===== config.mk =====
export PLATFORM = sky130hd
export DESIGN_NAME = sync_lock_controller_flat
export DESIGN_NICKNAME = d
export VERILOG_FILES = /design/src/rtl/font5_sync_pkg.sv /design/src/rtl/sync_lock_controller_if.sv /design/src/rtl/sync_pattern_model.sv /design/src/rtl/sync_lock_controller.sv /design/src/flat_wrapper.sv
export SDC_FILE = /design/constraint.sdc
export NUM_CORES = 1
export LEC_CHECK = 0
export CAP_MARGIN = 20
export CORE_ASPECT_RATIO = 1.2
export CORE_MARGIN = 3
export CORE_UTILIZATION = 55
export CTS_BUF_LIST = sky130_fd_sc_hd__clkbuf_16
export CTS_CLUSTER_DIAMETER = 100
export DETAILED_ROUTE_END_ITERATION = 6
export PLACE_DENSITY = 0.8
export SYNTH_ARGS = -nofsm -noshare
export SYNTH_HDL_FRONTEND = slang
export SYNTH_SLANG_ARGS = --single-unit

===== constraint.sdc =====
create_clock -name clk -period 2.4 [get_ports clk]
set_input_delay 0.48 -clock clk [delete_from_list [all_inputs] [get_ports clk]]
set_output_delay 0.48 -clock clk [all_outputs]
set_load 0.01 [all_outputs]

===== src/rtl/font5_sync_pkg.sv =====
// Shared types, defaults and the synchroniser pattern-update rule for the sync lock controller.
package font5_sync_pkg;

  localparam int unsigned CNT_W          = 2;
  localparam int unsigned ERR_W          = 8;
  localparam int unsigned TOG_W_DEF      = 2;
  localparam int unsigned SAMPLE_DLY_DEF = 6;
  localparam int unsigned ARM_CYC_DEF    = 8;
  localparam int unsigned LOCK_CNT_DEF   = 4;
  localparam int unsigned MAX_ERR_DEF    = 2;

  typedef enum logic [2:0] {
    ST_IDLE   = 3'd0,
    ST_ARM    = 3'd1,
    ST_HUNT   = 3'd2,
    ST_VERIFY = 3'd3,
    ST_LOCKED = 3'd4
  } state_t;

  typedef struct packed {
    logic             master;
    logic [CNT_W-1:0] n;
    logic [CNT_W-1:0] m;
  } sync_cfg_t;

  typedef struct packed {
    logic [CNT_W-1:0] ctr;
    logic             synch;
  } model_t;

  // One pulse of the n-high-in-m pattern; the ctr==m test has priority.
  function automatic model_t model_step(input model_t cur, input logic [CNT_W-1:0] n,
                                        input logic [CNT_W-1:0] m);
    model_t nxt;
    nxt.ctr   = (cur.ctr == m) ? '0 : cur.ctr + CNT_W'(1);
    nxt.synch = (cur.ctr == m) ? 1'b1 : ((cur.ctr == n) ? 1'b0 : cur.synch);
    return nxt;
  endfunction

endpackage


===== src/rtl/sync_lock_controller_if.sv =====
// Controller-to-synchroniser link: latched configuration, strobe and returned status.
interface sync_lock_controller_if;
  import font5_sync_pkg::*;

  logic             opMode;
  logic [CNT_W-1:0] cnt_n;
  logic [CNT_W-1:0] cnt_m;
  logic             synch_en;
  logic             toggle_en;
  logic             sync_status;

  modport master (output opMode, cnt_n, cnt_m, synch_en, toggle_en, input sync_status);
  modport slave  (input opMode, cnt_n, cnt_m, synch_en, toggle_en, output sync_status);

endinterface


===== src/rtl/sync_pattern_model.sv =====
// Internal mirror of the synchroniser ctr/synch pattern; clear > load > advance.
module sync_pattern_model
  import font5_sync_pkg::*;
(
  input  logic             clk,
  input  logic             rst_n,
  input  logic             clear,
  input  logic             load,
  input  logic             advance,
  input  logic [CNT_W-1:0] n,
  input  logic [CNT_W-1:0] m,
  output logic             synch
);

  model_t cur;

  always_ff @(posedge clk or negedge rst_n) begin
    if (!rst_n) begin
      cur <= '0;
    end else if (clear) begin
      cur <= '0;
    end else if (load) begin
      cur <= '{ctr: '0, synch: 1'b1};
    end else if (advance) begin
      cur <= model_step(cur, n, m);
    end
  end

  assign synch = cur.synch;

endmodule


===== src/rtl/sync_lock_controller.sv =====
// Sequences the board synchroniser: latches its config, shapes toggle_en strobes,
// and tracks lock by comparing sampled synchroStatus with the internal pattern mirror.
module sync_lock_controller
  import font5_sync_pkg::*;
#(
  parameter int unsigned TOG_W      = TOG_W_DEF,
  parameter int unsigned SAMPLE_DLY = SAMPLE_DLY_DEF,
  parameter int unsigned ARM_CYC    = ARM_CYC_DEF,
  parameter int unsigned LOCK_CNT   = LOCK_CNT_DEF,
  parameter int unsigned MAX_ERR    = MAX_ERR_DEF
) (
  input  logic                   clk,
  input  logic                   rst_n,
  input  logic                   cfg_enable,
  input  logic                   cfg_master,
  input  logic [CNT_W-1:0]       cfg_n,
  input  logic [CNT_W-1:0]       cfg_m,
  input  logic                   trig,
  input  logic                   clr_flags,
  sync_lock_controller_if.master sync_if,
  output logic                   locked,
  output logic                   lock_lost,
  output logic                   trig_overrun,
  output logic [ERR_W-1:0]       err_cnt,
  output logic [2:0]             state
);

  localparam int unsigned BUSY_W  = $clog2(SAMPLE_DLY + 1);
  localparam int unsigned ARM_W   = $clog2(ARM_CYC + 1);
  localparam int unsigned MCNT_W  = 4;
  localparam int unsigned TOG_END = SAMPLE_DLY - TOG_W + 1;

  state_t            fsm;
  sync_cfg_t         cfg_q;
  logic [BUSY_W-1:0] busy;
  logic [ARM_W-1:0]  arm_cnt;
  logic [MCNT_W-1:0] match_cnt;
  logic [MCNT_W-1:0] err_consec;
  logic              tog_q;
  logic              synch_en_q;
  logic              prev_sample;
  logic              model_synch;

  logic accept;
  logic sample;
  logic match;
  logic hunt_load;

  assign accept    = cfg_enable && (fsm != ST_IDLE) && (busy == '0) && trig;
  assign sample    = cfg_enable && (busy == BUSY_W'(1));
  assign match     = (sync_if.sync_status == model_synch);
  assign hunt_load = sample && (fsm == ST_HUNT) && sync_if.sync_status && !prev_sample;

  sync_pattern_model u_model (
    .clk     (clk),
    .rst_n   (rst_n),
    .clear   (!cfg_enable),
    .load    (hunt_load),
    .advance (accept),
    .n       (cfg_q.n),
    .m       (cfg_q.m),
    .synch   (model_synch)
  );

  always_ff @(posedge clk or negedge rst_n) begin
    if (!rst_n) begin
      fsm          <= ST_IDLE;
      cfg_q        <= '0;
      busy         <= '0;
      arm_cnt      <= '0;
      match_cnt    <= '0;
      err_consec   <= '0;
      tog_q        <= 1'b0;
      synch_en_q   <= 1'b0;
      prev_sample  <= 1'b0;
      locked       <= 1'b0;
      lock_lost    <= 1'b0;
      trig_overrun <= 1'b0;
      err_cnt      <= '0;
    end else if (!cfg_enable) begin
      // Run request dropped: abandon any strobe/sample in flight.
      fsm         <= ST_IDLE;
      busy        <= '0;
      arm_cnt     <= '0;
      match_cnt   <= '0;
      err_consec  <= '0;
      tog_q       <= 1'b0;
      synch_en_q  <= 1'b0;
      prev_sample <= 1'b0;
      locked      <= 1'b0;
      if (clr_flags) begin
        lock_lost    <= 1'b0;
        trig_overrun <= 1'b0;
        err_cnt      <= '0;
      end
    end else begin
      // Clears first so that any coinciding set below takes precedence.
      if (clr_flags) begin
        lock_lost    <= 1'b0;
        trig_overrun <= 1'b0;
        err_cnt      <= '0;
      end

      if (accept) begin
        busy  <= BUSY_W'(SAMPLE_DLY);
        tog_q <= 1'b1;
      end else if (busy != '0) begin
        busy <= busy - BUSY_W'(1);
        if (busy == BUSY_W'(TOG_END)) tog_q <= 1'b0;
      end

      if (trig && (fsm != ST_IDLE) && (busy != '0)) trig_overrun <= 1'b1;
      if (sample) prev_sample <= sync_if.sync_status;

      case (fsm)
        ST_IDLE: begin
          fsm        <= ST_ARM;
          synch_en_q <= 1'b1;
          arm_cnt    <= '0;
          cfg_q      <= '{master: cfg_master, n: cfg_n, m: cfg_m};
        end
        ST_ARM: begin
          if (arm_cnt == ARM_W'(ARM_CYC - 1)) fsm <= ST_HUNT;
          else arm_cnt <= arm_cnt + ARM_W'(1);
        end
        ST_HUNT: begin
          if (hunt_load) begin
            fsm       <= ST_VERIFY;
            match_cnt <= '0;
          end
        end
        ST_VERIFY: begin
          if (sample) begin
            if (!match) begin
              fsm <= ST_HUNT;
            end else if (match_cnt == MCNT_W'(LOCK_CNT - 1)) begin
              fsm        <= ST_LOCKED;
              locked     <= 1'b1;
              err_consec <= '0;
            end else begin
              match_cnt <= match_cnt + MCNT_W'(1);
            end
          end
        end
        ST_LOCKED: begin
          if (sample) begin
            if (match) begin
              err_consec <= '0;
            end else begin
              if (err_cnt != {ERR_W{1'b1}}) err_cnt <= err_cnt + ERR_W'(1);
              if (err_consec == MCNT_W'(MAX_ERR - 1)) begin
                fsm        <= ST_HUNT;
                locked     <= 1'b0;
                lock_lost  <= 1'b1;
                err_consec <= '0;
              end else begin
                err_consec <= err_consec + MCNT_W'(1);
              end
            end
          end
        end
        default: fsm <= ST_IDLE;
      endcase
    end
  end

  assign sync_if.opMode    = cfg_q.master;
  assign sync_if.cnt_n     = cfg_q.n;
  assign sync_if.cnt_m     = cfg_q.m;
  assign sync_if.synch_en  = synch_en_q;
  assign sync_if.toggle_en = tog_q;
  assign state             = fsm;

endmodule


===== src/flat_wrapper.sv =====
// flat-port wrapper written by rule: the top's interface ports become plain ports
module sync_lock_controller_flat import font5_sync_pkg::*;
#(
  parameter int unsigned TOG_W      = TOG_W_DEF,
  parameter int unsigned SAMPLE_DLY = SAMPLE_DLY_DEF,
  parameter int unsigned ARM_CYC    = ARM_CYC_DEF,
  parameter int unsigned LOCK_CNT   = LOCK_CNT_DEF,
  parameter int unsigned MAX_ERR    = MAX_ERR_DEF
)
  (clk, rst_n, cfg_enable, cfg_master, cfg_n, cfg_m, trig, clr_flags, locked, lock_lost, trig_overrun, err_cnt, state, sync_if_opMode, sync_if_cnt_n, sync_if_cnt_m, sync_if_synch_en, sync_if_toggle_en, sync_if_sync_status);
  sync_lock_controller_if sync_if_i ();
  input  logic clk;
  input  logic rst_n;
  input  logic cfg_enable;
  input  logic cfg_master;
  input  logic [CNT_W-1:0] cfg_n;
  input  logic [CNT_W-1:0] cfg_m;
  input  logic trig;
  input  logic clr_flags;
  output logic locked;
  output logic lock_lost;
  output logic trig_overrun;
  output logic [ERR_W-1:0] err_cnt;
  output logic [2:0] state;
  output wire logic [$bits(sync_if_i.opMode)-1:0] sync_if_opMode;
  output wire logic [$bits(sync_if_i.cnt_n)-1:0] sync_if_cnt_n;
  output wire logic [$bits(sync_if_i.cnt_m)-1:0] sync_if_cnt_m;
  output wire logic [$bits(sync_if_i.synch_en)-1:0] sync_if_synch_en;
  output wire logic [$bits(sync_if_i.toggle_en)-1:0] sync_if_toggle_en;
  input wire logic [$bits(sync_if_i.sync_status)-1:0] sync_if_sync_status;
  assign sync_if_opMode = sync_if_i.opMode;
  assign sync_if_cnt_n = sync_if_i.cnt_n;
  assign sync_if_cnt_m = sync_if_i.cnt_m;
  assign sync_if_synch_en = sync_if_i.synch_en;
  assign sync_if_toggle_en = sync_if_i.toggle_en;
  assign sync_if_i.sync_status = sync_if_sync_status;
  sync_lock_controller #(.TOG_W(TOG_W), .SAMPLE_DLY(SAMPLE_DLY), .ARM_CYC(ARM_CYC), .LOCK_CNT(LOCK_CNT), .MAX_ERR(MAX_ERR)) u_core (.clk(clk), .rst_n(rst_n), .cfg_enable(cfg_enable), .cfg_master(cfg_master), .cfg_n(cfg_n), .cfg_m(cfg_m), .trig(trig), .clr_flags(clr_flags), .sync_if(sync_if_i), .locked(locked), .lock_lost(lock_lost), .trig_overrun(trig_overrun), .err_cnt(err_cnt), .state(state));
endmodule

; ---- Word level (Yosys, flattened, before mapping)
; Index checks and enable logic that the tools add are counted.
[classes]
add_sub_neg = 6
multipliers = 0
n_div = 0
n_lt_le_gt_ge = 0
eq_ne = 33
n_shift = 0
mux = 67
bitwise_logic = 0
reduce_logical = 22
[ops]
columns = op, n
row1 = 4-bit 2-to-1 mux, 14
row2 = 8-bit 2-to-1 mux, 6
row3 = 3-bit 2-to-1 mux, 15
row4 = 1-bit 2-to-1 mux, 26
row5 = 4-bit case mux with 2 select lines, 3
row6 = 3-bit by 2-bit inequality test with 1-bit output (second input constant), 7
row7 = 3-bit by 1-bit inequality test with 1-bit output (second input constant), 6
row8 = 3-bit case mux with 5 select lines, 1
row9 = 7-bit AND reduction, 2
row10 = 4-bit by 1-bit adder with 4-bit output (second input constant), 3
row11 = 5-bit AND reduction, 2
row12 = 1-bit logical AND, 9
row13 = 3-bit inequality test (second input constant), 3
row14 = 8-bit by 1-bit adder with 8-bit output (second input constant), 1
row15 = 8-bit inequality test (second input constant), 1
row16 = 2-bit AND reduction, 4
row17 = 3-bit by 1-bit == test with 1-bit output (second input constant), 2
row18 = 3-bit by 2-bit == test with 1-bit output (second input constant), 2
row19 = 3-bit == test (second input constant), 2
row20 = 3-bit logical NOT, 2
row21 = 3-bit nonzero test, 2
row22 = 2-bit == test, 2
row23 = 4-bit by 1-bit == test with 1-bit output (second input constant), 1
row24 = 4-bit by 2-bit == test with 1-bit output (second input constant), 1
row25 = 10 further kinds, 11
[word_totals]
regBits = 40
latch_bits = 0
mem_bits_rw = 0
romBits = 0
output_inout_bits = 21
wordCells = 145
mem_count = 0

; ---- Logic depth before layout (Yosys ltp)
[logic_depth]
depth_word = 8
depth_mapped = 6
ltp_nobuf = 6

; ---- Cells and area by module
; From an unflattened synthesis, not the netlist that was laid out.
[unflattened]
cells_unflattened = 234
area_unflattened_um2 = 2403.6
[by_module_without_submodules]
columns = mod, n_inst, cells_per_inst, area_per_inst_um2, seq_area_each_um2
row1 = sync_lock_controller, 1, 212, 2198.4, 925.9
row2 = sync_pattern_model, 1, 22, 205.2, 75.1

; ---- Worst setup path after synthesis
; No wires, ideal clock.
[synth_timing]
kind = flip-flop to flip-flop
start = reg u_core.match_cnt[0]
end = reg u_core.err_consec[3]
setup_time_ns = 0.126
arrival_ns = 1.671
path_slack_ns = 0.603
path_stages_with_launch = 6
path_buffers = 0
synth_period_minus_slack_ns = 1.797
cell_sequence = dfrtp_1 -> ha_1 -> or3b_4 -> or4_4 -> a32oi_1 -> o21ai_0
[synth_between]
elab_chain_cells = 3
[synth_lines]
columns = item, line
row1 = "start, declared", sync_lock_controller.sv:37  ; logic [MCNT_W-1:0] match_cnt;
row2 = "start signal, assigned", sync_lock_controller.sv:141  ; match_cnt <= match_cnt + MCNT_W'(1);
row3 = 4-bit by 2-bit == test with 1-bit output, sync_lock_controller.sv:136  ; end else if (match_cnt == MCNT_W'(LOCK_CNT - 1)) begin
row4 = 3-bit by 2-bit inequality test with 1-bit output (no line), --
row5 = 5-bit AND reduction (no line), --
row6 = "end signal, assigned", sync_lock_controller.sv:157  ; err_consec <= err_consec + MCNT_W'(1);
row7 = "end, declared", sync_lock_controller.sv:38  ; logic [MCNT_W-1:0] err_consec;
; Every way passes these cells.
; A chain may end at the register's enable or synchronous reset.

; ---- Worst setup path in the final report
[layout_timing]
start = reg u_core.busy[1]
end = reg u_core.match_cnt[3]
[layout_between]
elab_chain_cells = 7
elab_cells_between_ends = 8
classes_between = eq/ne: 3 / reduce/logical: 5
[layout_lines]
columns = item, line
row1 = "start, declared", sync_lock_controller.sv:35  ; logic [BUSY_W-1:0] busy;
row2 = "start signal, assigned", sync_lock_controller.sv:105  ; busy <= BUSY_W'(SAMPLE_DLY);
row3 = "start signal, assigned", sync_lock_controller.sv:108  ; busy <= busy - BUSY_W'(1);
row4 = 3-bit by 1-bit == test with 1-bit output *, sync_lock_controller.sv:50  ; assign sample = cfg_enable && (busy == BUSY_W'(1));
row5 = 1-bit logical AND *, sync_lock_controller.sv:50
row6 = 1-bit logical AND (3 in series), sync_lock_controller.sv:52  ; assign hunt_load = sample && (fsm == ST_HUNT) && sync_if.sync_status && !prev_sample;
row7 = 3-bit by 2-bit inequality test with 1-bit output (no line), --
row8 = 5-bit AND reduction (no line) *, --
; Mark *: on every way between the ends. The rest lies on a longest branch, timed or not.

==> results.ini <==
[route]
post_drt_wl_per_cell_um = 16.04
drc = 0
drt_iter0_markers = 132
via_per_inst = 6.195
firstDrtPassIters = 4
ant_nets = 0
num_vias = 2100
drt-total-wl_um = 5437

[cts]
worstSkewPairLatency_ns = 0.28
clockBufferDepth = 2
cts_hold_buf = 0
clk_pin_slew_worst_paths_ns = 0.06
cts_root_buffer = clkbuf_16
cts_sinks = 40
post-cts-setup-buffer-count = 0
cts_buffers = 5
cts_tree = built
htreeDepth = 2

[sta]
rsz0062_at_grt = no
final-hold-violation-count = 0
fin_skew_ns = 0.002033
drv_slew = 0
fin_crit_ns = 2.061
holdWs_ns = 0.1548
fin_crit_sh_pct = 85.89
slew_headroom_pct = 49.29
fin_tns_setup_ns = 0
final-setup-viol-count = 0
tightestPinTransition_ns = 0.7511
max_freq_mhz = 485.1

[synth]
synth.area.top_cells = dfrtp_1 (41%), mux2_2 (4.2%), ha_1 (4.1%)
netlist.area_leader.share_pct = 41.30
syn-num-nets = 265
synth.top_cells.by_count = dfrtp_1 (40), nand2_1 (18), a21oi_1 (14)
async_reset_ff_share_pct = 100.0
synthDistinctLibCells = 68
synth_flop_cell = dfrtp_1
synth_cells = 246
avgSynthCellArea_um2 = 9.852
synth_seq_area_share_pct = 41.30
yosysTopAreaCell = dfrtp_1
synth-edff-count = 0
yosysWarnings = 0
synth-seq-cells = 40
post-synth-top-count-cell = dfrtp_1
synth.cell_area_mm2 = 0.002424

[floorplanning]
fp.dieW_um = 66.60
dieArea_mm2 = 0.005242
io_pins = 32
start_util_pct = 59.15
rows = 25
core-area_mm2 = 0.004098
die_h_um = 78.72

[critical_path]
crit_arrival_ns = 2.23
cp.required_ns = 2.56
crit_path_max_fanout = 6
max_stage_delay_ns = 0.57
crit_start = u_core.busy[1]
reg2reg_from = u_core.busy[1]
crit_slowest_cell = o41ai_2
crit_path_start_kind = register
endpoint = u_core.match_cnt[3]
rr_worst_depth = 6
cp-end-kind = register
ff2ff_setup_slack_ns = 0.34
r2r_end = u_core.match_cnt[3]
path_class = reg -> reg
cp_cell_sequence = inv_1, ha_1, nand2b_1, o41ai_2, nor2_1, mux2_2

[global_routing]
grt_max_degree = 41
grt_overflow = 0
grt_pass1_wl_um = 8942
track_usage_pct = 21.90
grt_pass1_vias = 2015
antenna_found_initial = 0

[cells_and_area]
regArea_mm2 = 0.001002
multiInputGateArea_mm2 = 0.001316
final_net_count = 303
fill_cells = 304
n_antenna_cell = 0
drive_gt1_share_pct = 15.09
area_growth_pct = 22.30
finish.utilization_pct = 72.34

[pwr]
powerDensity_mw_per_mm2 = 823.1
ir_drop_mv = 0.5692
power.leakage_nw = 1.205

[place]
post-dp-hpwl_um = 3742
place_congestion = 0.8469
place.port_buffers = 31

[min_path]
hold_path.class = in -> async

[job]
max_cap_viol_count = 0

[status]
status = finished, final reports clean

[kinds of logic after synthesis]
group / count (synthesis) / share of synthesized area [%]
adder cells (fa/ha/maj): 8 / 4.130
multiplexers: 12 / 5.472
AND/OR/NAND/NOR: 90 / 22.30
flip-flops: 40 / 41.30
AO/OA/AOI/OAI: 66 / 19.26
buffers and inverters: 23 / 4.388
XOR/XNOR: 7 / 3.150
[report_power, final]
part | internal (mW) | leakage (nW) | switching, mW
clock network | 0.373 | 0.0738 | 0.245
registers | 0.788 | 0.537 | 0.170
logic | 0.450 | 0.595 | 0.414
[layout by cell type, fill, tap and decap left out, types with 2 or more instances in the layout]
| cell | count |
|---|---|
| mux2i_1 | 2 |
| o22ai_1 | 5 |
| clkbuf_16 | 5 |
| inv_1 | 15 |
| nor2_1 | 8 |
| o21ai_1 | 2 |
| a31oi_1 | 2 |
| a21o_1 | 2 |
| nand2_1 | 18 |
| nand4_1 | 4 |
| buf_4 | 9 |
| a21boi_0 | 3 |
| ha_1 | 8 |
| a311oi_1 | 2 |
| or2_2 | 3 |
| or4_4 | 2 |
| o21ai_0 | 8 |
| nand4bb_1 | 3 |
| mux2_2 | 9 |
| nor2b_1 | 5 |
| a211oi_1 | 2 |
| nand3b_1 | 3 |
| or3_1 | 2 |
| clkdlybuf4s50_1 | 30 |
| dfrtp_1 | 39 |
| nor3b_1 | 2 |
| nand2b_1 | 6 |
| nand3_1 | 12 |
| o21a_1 | 5 |
| xor2_1 | 2 |
| a32oi_1 | 2 |
| or4_1 | 2 |
| o31a_1 | 3 |
| xnor2_1 | 3 |
| a21oi_1 | 14 |
| nor3_1 | 10 |
[per-stage QoR]
| stage | total power [mW] | setup WS [ns] | std cells | instance area [um^2] |
|---|---|---|---|---|
| after floorplan | 1.502 | 0.6034 | 246 | 2424 |
| after global placement | 1.794 | 0.1429 | 331 | 2826 |
| after detailed placement | 1.825 | 0.1107 | 331 | 2826 |
| after CTS | 2.457 | 0.1023 | 339 | 2963 |
| after global routing | 2.599 | 0.2217 | 339 | 2964 |
| final | 2.440 | 0.3386 | 339 | 2964 |
[worst max-delay path, delay by kind of cell (launching register included)]
| kind | cells | cell delay [ns] |
|---|---|---|
| AOI/OAI and AO/OA | 1 | 0.57 |
| adders and majority gates | 1 | 0.28 |
| buffers and inverters | 1 | 0.11 |
| DFF | 1 | 0.38 |
| muxes | 1 | 0.27 |
| and+or+nand+nor | 2 | 0.32 |
[flip-flops by register name, indices dropped and copies added, names as in the netlist, 2 cells and up]
signal                flops
u_core.err_consec         4
u_core.state              3
u_core.u_model.cur        2
u_core.sync_if.cnt_m      2
u_core.arm_cnt            4
u_core.err_cnt            8
u_core.busy               3
u_core.sync_if.cnt_n      2
u_core.match_cnt          4
[cell type report]
type,instances,share of cell area (%)
multi-input combinational,183,44.41
clock inverter,3,0.3799
sequential,40,33.81
clock buffer,5,4.221
timing repair buffer,41,13.25
tap,54,2.279
inverter,13,1.646
[what timing repair did]
| item | in CTS | in global routing |
|---|---|---|
| setup endpoints to repair | 0 | 1 |
| endpoints found under the hold margin | 0 | 0 |
| resized for setup | 0 | 1 |
[metal layers]
metal / global-route usage (%) / wire [um]
met5: 0 / 0
met2: 35.52 / 2669
met4: 11.99 / 154
met3: 5.092 / 285
met1: 26.51 / 2328
[worst min path at each step]
stage	slack, ns	to	depth (start not counted)
final	0.15	u_core.arm_cnt[0]	2
after global routing	0.18	u_core.err_consec[0]	2
after CTS	0.17	u_core.arm_cnt[0]	2
after detailed placement	0.47	u_core.err_consec[0]	2
after global placement	0.46	u_core.err_consec[0]	2
after floorplan	0.18	u_core.arm_cnt[0]	0
(Power assumes the default switching activity.)
